$ cat config.mk
export PLATFORM = sky130hd
export DESIGN_NAME = prio_enc_queue_flat
export DESIGN_NICKNAME = d
export VERILOG_FILES = /design/src/rtl/prio_enc_queue_if.sv /design/src/rtl/prio_enc_queue.sv /design/src/flat_wrapper.sv
export SDC_FILE = /design/constraint.sdc
export NUM_CORES = 1
export LEC_CHECK = 0
export ABC_AREA = 1
export CAP_MARGIN = 40
export CORE_MARGIN = 1.5
export CORE_UTILIZATION = 36
export DETAILED_ROUTE_END_ITERATION = 8
export PLACE_DENSITY = 0.76
export SLEW_MARGIN = 10
export SYNTH_ARGS = -nofsm -noshare
export SYNTH_HDL_FRONTEND = slang
export SYNTH_SLANG_ARGS = --single-unit
$ cat constraint.sdc
create_clock -name clk -period 1.68 [get_ports clk]
set_input_delay 0.252 -clock clk [delete_from_list [all_inputs] [get_ports clk]]
set_output_delay 0.252 -clock clk [all_outputs]
set_load 0.005 [all_outputs]
$ cat src/rtl/prio_enc_queue_if.sv
// Request/index handshake bundle for prio_enc_queue; master drives requests and ready.
// The mask line exists only when PRIO_ENC_MASK_EN is defined.
interface prio_enc_queue_if #(
  parameter int N = 8
);
  localparam int IDX_W = $clog2(N);

  logic [N-1:0]     req_in;
  logic             out_ready;
  logic             out_valid;
  logic [IDX_W-1:0] out_idx;
  logic [N-1:0]     pending;
  logic             overflow;
`ifdef PRIO_ENC_MASK_EN
  logic [N-1:0]     mask;

  modport master (
    output req_in, out_ready, mask,
    input  out_valid, out_idx, pending, overflow
  );
  modport slave (
    input  req_in, out_ready, mask,
    output out_valid, out_idx, pending, overflow
  );
`else
  modport master (
    output req_in, out_ready,
    input  out_valid, out_idx, pending, overflow
  );
  modport slave (
    input  req_in, out_ready,
    output out_valid, out_idx, pending, overflow
  );
`endif
endinterface

$ cat src/rtl/prio_enc_queue.sv
// Sticky request register presenting the highest pending index over valid/ready, 2 cycles req->valid,
// one index per cycle when ready is held; index frozen under backpressure. Optional mask: PRIO_ENC_MASK_EN.
module prio_enc_queue #(
  parameter int N = 8,
  localparam int IDX_W = $clog2(N)
) (
  input logic              clk,
  input logic              rst,
  prio_enc_queue_if.slave  bus
);

  typedef enum logic {IDLE, PRESENT} state_e;

  state_e           state_q, state_d;
  logic [IDX_W-1:0] out_idx_q, out_idx_d;
  logic [N-1:0]     pending_q, pending_d;
  logic             overflow_q, overflow_d;

  logic             acc;
  logic [N-1:0]     clr_mask;
  logic [N-1:0]     mask_eff;
  logic [N-1:0]     elig_idle;
  logic [N-1:0]     elig_acc;

  function automatic logic [IDX_W-1:0] msb_sel(input logic [N-1:0] v);
    msb_sel = '0;
    for (int i = 0; i < N; i++) begin
      if (v[i]) msb_sel = IDX_W'(i);
    end
  endfunction

`ifdef PRIO_ENC_MASK_EN
  assign mask_eff = bus.mask;
`else
  assign mask_eff = '0;
`endif

  assign acc        = (state_q == PRESENT) && bus.out_ready;
  assign clr_mask   = acc ? (N'(1) << out_idx_q) : '0;
  // A new request on the bit being retired this cycle keeps it set.
  assign pending_d  = (pending_q & ~clr_mask) | bus.req_in;
  assign overflow_d = |(bus.req_in & pending_q & ~clr_mask);
  assign elig_idle  = pending_q & ~mask_eff;
  assign elig_acc   = pending_d & ~mask_eff;

  always_comb begin
    state_d   = state_q;
    out_idx_d = out_idx_q;
    case (state_q)
      IDLE: begin
        if (|elig_idle) begin
          state_d   = PRESENT;
          out_idx_d = msb_sel(elig_idle);
        end else begin
          out_idx_d = '0;
        end
      end
      PRESENT: begin
        // Without acceptance the index is held: no preemption, no withdrawal on mask.
        if (acc) begin
          if (|elig_acc) begin
            out_idx_d = msb_sel(elig_acc);
          end else begin
            state_d   = IDLE;
            out_idx_d = '0;
          end
        end
      end
      default: begin
        state_d   = IDLE;
        out_idx_d = '0;
      end
    endcase
  end

  always_ff @(posedge clk) begin
    if (rst) begin
      state_q    <= IDLE;
      out_idx_q  <= '0;
      pending_q  <= '0;
      overflow_q <= 1'b0;
    end else begin
      state_q    <= state_d;
      out_idx_q  <= out_idx_d;
      pending_q  <= pending_d;
      overflow_q <= overflow_d;
    end
  end

  assign bus.out_valid = (state_q == PRESENT);
  assign bus.out_idx   = out_idx_q;
  assign bus.pending   = pending_q;
  assign bus.overflow  = overflow_q;

endmodule
$ cat src/flat_wrapper.sv
// flat-port wrapper written by rule: the top's interface ports become plain ports
module prio_enc_queue_flat 
#(
  parameter int N = 8,
  localparam int IDX_W = $clog2(N)
)
  (clk, rst, bus_req_in, bus_out_ready, bus_out_valid, bus_out_idx, bus_pending, bus_overflow);
  prio_enc_queue_if #(.N(N)) bus_i ();
  input logic clk;
  input logic rst;
  input wire logic [$bits(bus_i.req_in)-1:0] bus_req_in;
  input wire logic [$bits(bus_i.out_ready)-1:0] bus_out_ready;
  output wire logic [$bits(bus_i.out_valid)-1:0] bus_out_valid;
  output wire logic [$bits(bus_i.out_idx)-1:0] bus_out_idx;
  output wire logic [$bits(bus_i.pending)-1:0] bus_pending;
  output wire logic [$bits(bus_i.overflow)-1:0] bus_overflow;
  assign bus_i.req_in = bus_req_in;
  assign bus_i.out_ready = bus_out_ready;
  assign bus_out_valid = bus_i.out_valid;
  assign bus_out_idx = bus_i.out_idx;
  assign bus_pending = bus_i.pending;
  assign bus_overflow = bus_i.overflow;
  prio_enc_queue #(.N(N)) u_core (.clk(clk), .rst(rst), .bus(bus_i));
endmodule
==> results.ini, run 1 <==
[route]
wirelength_mm=2.00
wire_per_inst_um=11.7
drtIter0Drc=34
num_vias=872
drc=0
dr.pass1.iters=4
via_per_inst=5.10
ant_nets=0

[floorplan]
ioPinCount=24
dieArea_um2=2360
die_h_um=48.6
fp.dieW_um=48.6
coreArea_um2=1960
start_util_pct=38.1
rows=16

[finish]
syn2layout_area_growth_pct=48.5
regArea_um2=260
multi_input_area_um2=440
final_nets=156
nFillCells=192
antennaDiodeCount=0
drive_above_1_share_pct=18.8
stdcell_area_um2=1110

[cts]
cts_buffer_depth=2
clk-insertion-delay-late_ns=0.28
cts_tree=yes
cts_made_buffers=3
cts_sinks=13
clk_pin_slew_ns=0.08
clock-root-buffer=clkbuf_4
h-tree-depth=1

[grt]
grt_max_degree=11
grt_pass1_wl_mm=3.21
grt-ovfl-total=0
grtUsageTotal_pct=17.5
grt_pass1_vias=787
antenna_found_initial=0

[logic_synthesis]
synth_ff_type=dfxtp_1
yosys_warnings=0
ys_ff_latch=13
synth_area_leaders=dfxtp_1 35%, nand2_1 11%, nor2_1 9.5%, a21oi_1 6.7%, inv_1 5.5%
synth-edff-count=0
seq_area_frac_synth_pct=34.8
yosysTopAreaCell=dfxtp_1
ys_types=25
synth_nets=120
synth_area_um2=748
syn_inst=109
synth_top_area_share_pct=34.8
async_flop_share_pct=0
avgSynthCellArea_um2=6.86

[critical_path]
critical_path.max_fanout=8
crit_path_top_delay_cell=clkdlybuf4s50_1
worst_path_largest_cell_delay_ns=0.50
crit_start=u_core.bus.out_valid$_SDFF_PP0_
crit_required_ns=1.43
crit_type=flip-flop to output port
crit_arrival_ns=1.33
r2r-start=u_core.bus.out_idx[0]$_SDFFE_PP0P_
cp_top_family=buffers and inverters
end_kind=output port
worst-path-buf-inv=2
start_kind=flip-flop
crit_chain=buf_4, clkdlybuf4s50_1

[place]
io_buffers=23
place_ws_ns=-0.139
dpl-instance-area_um2=1060
gp_congestion=0.951
dp_hpwl_mm=1.51

[power]
power.total_uw=815
irDropWorstVdd_mv=0.309
p_leak_nw=0.471
power_density_nw_per_um2=733

[sta]
worstMarginPinSlew_ns=0.303
worst_slack_ns=0.0967
setup_violations=0
fin_skew_ns=0.000835
period_share_pct=94.2
fin_crit_ns=1.58
holdWs_ns=0.588
timing.slew.headroom_pct=79.8
rsz0062_at_grt=no
max_freq_mhz=632
setup_tns_ns=0
slew_violations=0
hold_viol_final=0

[worst_hold_path]
hold_path_class=flip-flop to flip-flop
min_from=u_core.bus.pending[0]$_SDFF_PP0_

[outcome]
status=finished clean

[run]
maxCapViolations=0

kinds of logic after synthesis:
logic type,synth area share [%]
compound gates,21.6
buf+inv,8.03
flops,34.8
simple gates,35.6
worst reg2reg max path, stage by stage, from the launching register on:
cell and delay [ns]:
dfxtp_1 0.38, nor2_1 0.17, nand2_1 0.07, o21ai_1 0.21
and2_2 0.20, and2_1 0.16, nand2_2 0.07, o21ai_1 0.11
a21oi_1 0.09
registers in the layout, indices dropped and copies added (netlist names):
name and cells:
u_core.bus.pending 8, u_core.bus.out_idx 3, u_core.bus.out_valid 1, u_core.bus.overflow 1
timing repair:
item,4_1_cts,5_1_grt
endpoints found under the setup margin,0,2
buffers inserted,0,1
gates resized for setup,0,2
hold buffers,0,0
final cells by class:
class	count	area share (%)
Clock buffer	4	2.36
Inverter	12	4.05
Multi-Input combinational cell	82	39.6
Sequential cell	13	23.4
Tap cell	27	3.04
Timing Repair Buffer	33	27.5
routing by layer:
metal / vias up / share of wire [%] / GRT usage (%)
li1: 426 / - / -
met1: 385 / 40 / 20.2
met2: 54 / 48 / 29.9
met3: 7 / 9.9 / 3.40
met4: 0 / 2.3 / 10.5
met5: - / 0 / 0
cells in the final DEF, fill, tap and decap left out:
cell type / count
and2_4: 1
and2_2: 1
clkdlybuf4s50_1: 23
and2_1: 1
inv_2: 1
nand3_1: 5
o21ai_0: 3
nand2_1: 21
nand3_2: 1
o21a_1: 2
buf_4: 10
clkbuf_4: 3
a21oi_1: 10
nor2_1: 19
inv_1: 11
o31ai_1: 1
nor2_4: 2
nor3_1: 1
o21ai_1: 2
a21oi_4: 2
a31oi_1: 2
dfxtp_1: 13
clkbuf_1: 1
nand2_4: 1
nand2_2: 3
o2111ai_1: 1
a21oi_2: 2
nand4_1: 1
where the power goes:
part / internal, mW / switching [mW]
clock network: 0.0921 / 0.103
logic: 0.135 / 0.113
registers: 0.335 / 0.0366
synth_stat cells (2+ instances only):
cell type and n:
nand2_1 21, nor2_1 19, dfxtp_1 13, inv_1 11, a21oi_1 10, nand3_1 6, a21oi_2 3, nand2_2 3
o21ai_0 3, a31oi_1 2, nor2_4 2, o21a_1 2, o21ai_1 2
stage by stage:
step | utilization (%) | std cells
5_1_grt | 56.6 | 171
3_3_place_gp | 54.3 | 166
4_1_cts | 55.6 | 170
2_1_floorplan | - | 109
3_5_place_dp | 54.3 | 166
6_report | 56.6 | 171
path summary, 6_finish.rpt:
check / to / slack, ns / depth (start not counted)
max: bus_out_valid / 0.1 / 2
min: u_core.bus.pending[0]$_SDFF_PP0_ / 0.59 / 2
max reg2reg: u_core.bus.out_valid$_SDFF_PP0_ / 0.11 / 8
min reg2reg: u_core.bus.pending[0]$_SDFF_PP0_ / 0.59 / 2
No activity file was read; power rests on OpenSTA's default activity.
==> run 2: changes to the inputs <==
--- a/config.mk
+++ b/config.mk
@@ -11,6 +11,8 @@
 export CORE_UTILIZATION = 36
 export DETAILED_ROUTE_END_ITERATION = 8
 export PLACE_DENSITY = 0.76
+export RECOVER_POWER = 50
+export REMOVE_ABC_BUFFERS = 1
 export SLEW_MARGIN = 10
 export SYNTH_ARGS = -nofsm -noshare
 export SYNTH_HDL_FRONTEND = slang
==> run 2 against run 1 <==
Sequential power is essentially flat. Clock-buffer cell count unchanged. Non-clock buffer count is 3 higher. Clock skew grew 0.011 ns. Sequential share of layout area down 0.35 points. Design area is 2.0% higher. Register-to-register slack better by 0.03 ns. Maximum frequency decreased by 0.47%. Cell count up 1.8%. Largest power group unchanged. Highest routed layer unchanged.
==> results.ini, run 2 (synthesized netlist as in run 1, its figures left out) <==
[finish]
syn2layout_area_growth_pct=51.5  ; was 48.5%
antennaDiodeCount=0  ; unchanged
final_cell_mix=23 x clkdlybuf4s50_1, 21 x nand2_1, 19 x nor2_1, 13 x buf_4, 12 x dfxtp_1  ; was 23 x clkdlybuf4s50_1, 21 x nand2_1, 19 x nor2_1, 13 x dfxtp_1, 11 x inv_1
final_nets=159  ; was 156
drive_above_1_share_pct=21.1  ; was 18.8%
final_common_cell=clkdlybuf4s50_1  ; unchanged
fin_util_pct=57.8  ; was 56.6%
largest_reg_flops=8  ; unchanged
nFillCells=189  ; was 192
final_cells=174  ; was 171

[power]
intPower_uw=568  ; was 562 uW
p_leak_nw=0.487  ; was 0.471 nW
power_density_nw_per_um2=732  ; was 733 nW/um^2
power_switching_uw=262  ; was 253 uW
irDropWorstVdd_mv=0.390  ; was 0.309 mV
power_frac_comb_pct=31.0  ; was 30.4%
p_sw_share_pct=31.6  ; was 31.0%
p_seq_share_pct=45.0  ; was 45.6%
power.total_uw=830  ; was 815 uW
clkPwrFrac_pct=24.0  ; about the same

[cts]
post_cts_buffers=0  ; unchanged
cts_made_buffers=3  ; unchanged
clk_pin_slew_ns=0.09  ; was 0.08 ns
clock-root-buffer=clkbuf_4  ; unchanged
clk-insertion-delay-late_ns=0.29  ; was 0.28 ns
cts_sinks=13  ; unchanged
h-tree-depth=1  ; unchanged
hold_buffers=0  ; unchanged
cts_tree=yes  ; unchanged
cts_buffer_depth=2  ; unchanged
cts_resized=0  ; unchanged

[sta]
setup_violations=0  ; unchanged
slew_violations=0  ; unchanged
period_share_pct=94.7  ; was 94.2%
max_freq_mhz=629  ; was 632 MHz
rsz0062_at_grt=yes  ; was no
timing.slew.headroom_pct=80.1  ; was 79.8%
worst_slack_ns=0.0893  ; was 0.0967 ns
fin_skew_ns=0.0123  ; was 0.000835 ns
worstMarginPinSlew_ns=0.298  ; was 0.303 ns
hold_viol_final=0  ; unchanged
fin_crit_ns=1.59  ; was 1.58 ns

[floorplan]
coreArea_um2=1960  ; unchanged
rows=16  ; unchanged
start_util_pct=38.1  ; unchanged
ioPinCount=24  ; unchanged
die_h_um=48.6  ; unchanged
fp.dieW_um=48.6  ; unchanged
dieArea_um2=2360  ; unchanged

[critical_path]
worst_path_largest_cell_delay_ns=0.57  ; was 0.50 ns
crit_chain=clkdlybuf4s50_1  ; was buf_4, clkdlybuf4s50_1
worst-path-buf-inv=1  ; was 2
crit_arrival_ns=1.34  ; was 1.33 ns
crit_required_ns=1.43  ; about the same
cp_top_family=buffers and inverters  ; unchanged
crit_type=flip-flop to output port  ; unchanged
start_kind=flip-flop  ; unchanged
critical_path.max_fanout=7  ; was 8
end_kind=output port  ; unchanged
crit_path_top_delay_cell=clkdlybuf4s50_1  ; unchanged

[route]
drc=0  ; unchanged
num_vias=912  ; was 872
ant_nets=0  ; unchanged
dr.pass1.iters=5  ; was 4
via_per_inst=5.24  ; was 5.10
drtIter0Drc=42  ; was 34
wirelength_mm=2.20  ; was 2.00 mm
wire_per_inst_um=12.6  ; was 11.7 um

[place]
dp_hpwl_mm=1.67  ; was 1.51 mm
gp_congestion=0.911  ; was 0.951
io_buffers=23  ; unchanged
dp_cells=170  ; was 166
place_ws_ns=-0.161  ; was -0.139 ns

[run]
maxCapViolations=0  ; unchanged

[grt]
grtUsageTotal_pct=19.8  ; was 17.5%
antenna_found_initial=0  ; unchanged
grt_max_degree=11  ; unchanged
grt_pass1_vias=806  ; was 787
grt-ovfl-total=0  ; unchanged
grt_pass1_wl_mm=3.56  ; was 3.21 mm

[outcome]
status=finished clean  ; unchanged

[worst_hold_path]
hold_path_class=primary input to flip-flop  ; was flip-flop to flip-flop

[run 2: routing by layer]
layer	wire [um]	track usage (%)	vias to the layer above
met3	155	3.70	9
li1	-	-	432
met4	57	11.0	0
met1	931	24.6	421
met5	0	0	-
met2	1060	32.4	50
[run 2: area by class of cell]
class,instances,area [um^2],share of cell area [%]
Multi-Input combinational cell,82,439,38.7
Clock buffer,4,26.3,2.32
Sequential cell,13,262,23.1
Tap cell,27,33.8,2.98
Timing Repair Buffer,36,328,28.9
Inverter,12,45.0,3.97
[run 2: power by group through the flow]
stage / Clock, mW / Sequential (mW) / Combinational [mW]
final: 0.199 / 0.374 / 0.257
after global routing: 0.211 / 0.377 / 0.280
after CTS: 0.204 / 0.370 / 0.252
after detailed placement: 0 / 0.378 / 0.250
after global placement: 0 / 0.377 / 0.245
after floorplan: 0 / 0.377 / 0.107
[run 2: worst register-to-register path, delay by kind of cell (launching register included)]
family,cells,cell delay (ns)
buffers and inverters,1,0.08
flip-flops,1,0.42
AO/OA/AOI/OAI,3,0.39
AND/OR/NAND/NOR,4,0.55
[run 2: stage by stage]
stage,instance area [um^2],setup TNS (ns),hold slack [ns]
3_5_place_dp,1090,-0.563,0.620
3_3_place_gp,1090,-0.390,0.614
2_1_floorplan,733,0,0.321
6_report,1130,0,0.613
4_1_cts,1120,0,0.607
5_1_grt,1130,-0.0694,0.640
[run 2: path summary, 6_finish.rpt]
path | startpoint | endpoint | slack, ns | depth (start not counted)
setup / recovery | u_core.bus.out_idx[2]$_SDFFE_PP0P_ | bus_out_idx[2] | 0.09 | 1
hold / removal | rst | u_core.bus.overflow$_SDFF_PP0_ | 0.61 | 3
setup reg to reg | u_core.bus.out_idx[0]$_SDFFE_PP0P_ | u_core.bus.out_valid$_SDFF_PP0_ | 0.14 | 8
hold reg to reg | u_core.bus.out_idx[1]$_SDFFE_PP0P_ | u_core.bus.out_idx[1]$_SDFFE_PP0P_ | 0.63 | 2
==> run 3: changes to the inputs <==
--- a/config.mk
+++ b/config.mk
@@ -8,9 +8,9 @@
 export ABC_AREA = 1
 export CAP_MARGIN = 40
 export CORE_MARGIN = 1.5
-export CORE_UTILIZATION = 36
+export CORE_UTILIZATION = 44
 export DETAILED_ROUTE_END_ITERATION = 8
-export PLACE_DENSITY = 0.76
+export PLACE_DENSITY = 0.88
 export RECOVER_POWER = 50
 export REMOVE_ABC_BUFFERS = 1
 export SLEW_MARGIN = 10
==> run 3 against run 2 <==
Design area is 3.2% lower. Power is 0.30% higher. Global-route usage up 4.6 points. Register-to-register slack is essentially flat. Via count fell by 2.2%. Clock power grew 3%. Worst setup slack lost 0.027 ns. First-iteration DRC count shrank 17%. Sequential power is essentially flat. Clock-buffer cell count decreased by 1. Non-clock buffer count fell by 3.
==> results.ini, run 3 (synthesized netlist as in run 1, its figures left out) <==
[route]
drtIter0Drc=35  ; was 42
ant_nets=0  ; unchanged
drc=0  ; unchanged
via_per_inst=5.58  ; was 5.24
wirelength_mm=2.19  ; was 2.20 mm
wire_per_inst_um=13.7  ; was 12.6 um
dr.pass1.iters=4  ; was 5
num_vias=892  ; was 912

[sta]
setup_tns_ns=0  ; unchanged
setup_violations=0  ; unchanged
rsz0062_at_grt=yes  ; unchanged
hold_viol_final=0  ; unchanged
worstMarginPinSlew_ns=0.296  ; was 0.298 ns
max_freq_mhz=618  ; was 629 MHz
period_share_pct=96.3  ; was 94.7%
timing.slew.headroom_pct=80.1  ; about the same
fin_skew_ns=0.00466  ; was 0.0123 ns
fin_crit_ns=1.62  ; was 1.59 ns
holdWs_ns=0.634  ; was 0.613 ns
slew_violations=0  ; unchanged

[critical_path]
start_kind=flip-flop  ; unchanged
end_kind=output port  ; unchanged
crit_type=flip-flop to output port  ; unchanged
crit_required_ns=1.43  ; about the same
crit_arrival_ns=1.37  ; was 1.34 ns
critical_path.max_fanout=8  ; was 7

[floorplan]
start_util_pct=48.5  ; was 38.1%
coreArea_um2=1540  ; was 1960 um^2
ioPinCount=24  ; unchanged
fp.dieW_um=44.2  ; was 48.6 um
die_h_um=44.2  ; was 48.6 um
rows=14  ; was 16
dieArea_um2=1960  ; was 2360 um^2

[worst_hold_path]
hold_path_class=flip-flop to flip-flop  ; was primary input to flip-flop

[power]
power_density_nw_per_um2=759  ; was 732 nW/um^2
power.total_uw=833  ; was 830 uW
p_leak_nw=0.475  ; was 0.487 nW
irDropWorstVdd_mv=0.563  ; was 0.390 mV

[outcome]
status=finished clean  ; unchanged

[place]
io_buffers=23  ; unchanged
dp_hpwl_mm=1.72  ; was 1.67 mm
gp_congestion=0.876  ; was 0.911

[grt]
grt_pass1_vias=854  ; was 806
grt_max_degree=9  ; was 11
grt_pass1_wl_mm=3.46  ; was 3.56 mm
grt-ovfl-total=0  ; unchanged
antenna_found_initial=0  ; unchanged
grtUsageTotal_pct=24.4  ; was 19.8%

[cts]
cts_tree=yes  ; unchanged
clk-insertion-delay-late_ns=0.29  ; about the same
h-tree-depth=1  ; unchanged
cts_sinks=13  ; unchanged
cts_made_buffers=3  ; unchanged
cts_buffer_depth=2  ; unchanged
clock-root-buffer=clkbuf_4  ; unchanged
hold_buffers=0  ; unchanged
clk_pin_slew_ns=0.09  ; about the same

[finish]
final_nets=156  ; was 159
fin_util_pct=71.2  ; was 57.8%
final_common_cell=clkdlybuf4s50_1  ; unchanged
largest_reg_flops=8  ; unchanged
syn2layout_area_growth_pct=46.7  ; was 51.5%
antennaDiodeCount=0  ; unchanged
final_cell_mix=23 x clkdlybuf4s50_1, 21 x nand2_1, 19 x nor2_1, 11 x inv_1, 11 x dfxtp_1  ; was 23 x clkdlybuf4s50_1, 21 x nand2_1, 19 x nor2_1, 13 x buf_4, 12 x dfxtp_1
drive_above_1_share_pct=21.5  ; was 21.1%

[run]
maxCapViolations=0  ; unchanged

[run 3: per-stage QoR]
step           worst slack [ns]  cells  area [um^2]
2_1_floorplan             0.226    107          733
3_3_place_gp             -0.115    156         1060
3_5_place_dp             -0.172    156         1060
4_1_cts                  0.0467    160         1090
5_1_grt                 -0.0216    160         1100
6_report                 0.0621    160         1100
[run 3: cell type report]
type                       count  area (um^2)
timing repair buffer          33          305
fill                         114          444
clock inverter                 1         5.00
inverter                      12         45.0
clock buffer                   3         22.5
tap                           16         20.0
multi-input combinational     82          437
sequential                    13          263
[run 3: final timing paths]
path / start / endpoint / slack, ns / depth (start not counted)
worst max-delay path: u_core.bus.out_valid$_SDFF_PP0_ / bus_out_valid / 0.06 / 2
worst min register to register: u_core.bus.out_idx[1]$_SDFFE_PP0P_ / u_core.bus.out_idx[1]$_SDFFE_PP0P_ / 0.63 / 2
worst max register to register: u_core.bus.out_idx[1]$_SDFFE_PP0P_ / u_core.bus.out_valid$_SDFF_PP0_ / 0.14 / 8
worst min-delay path: u_core.bus.out_idx[1]$_SDFFE_PP0P_ / u_core.bus.out_idx[1]$_SDFFE_PP0P_ / 0.63 / 2
[run 3: report_power, final]
group	switching (mW)	internal, mW
registers	0.0387	0.337
clock network	0.116	0.0887
logic	0.119	0.135
total	0.273	0.560
[run 3: critical path, stage by stage (launching register included)]
cell and delay (ns):
dfxtp_1 0.39, buf_4 0.18, clkdlybuf4s50_1 0.50
[run 3: timing repair]
item | 4_1_cts | 5_1_grt
buffers inserted | 0 | 0
gates resized for setup | 0 | 4
setup endpoints to repair | 0 | 3
[run 3: per-layer routing]
metal  vias up  part of all wire, %  global-route usage (%)  routed length, um
met5         -                    0                       0                  0
met1       405                   41                    29.3                901
met3         9                  9.0                    3.27                198
li1        425                    -                       -                  -
met2        53                   47                    39.7               1020
met4         0                  3.1                    18.2                 69
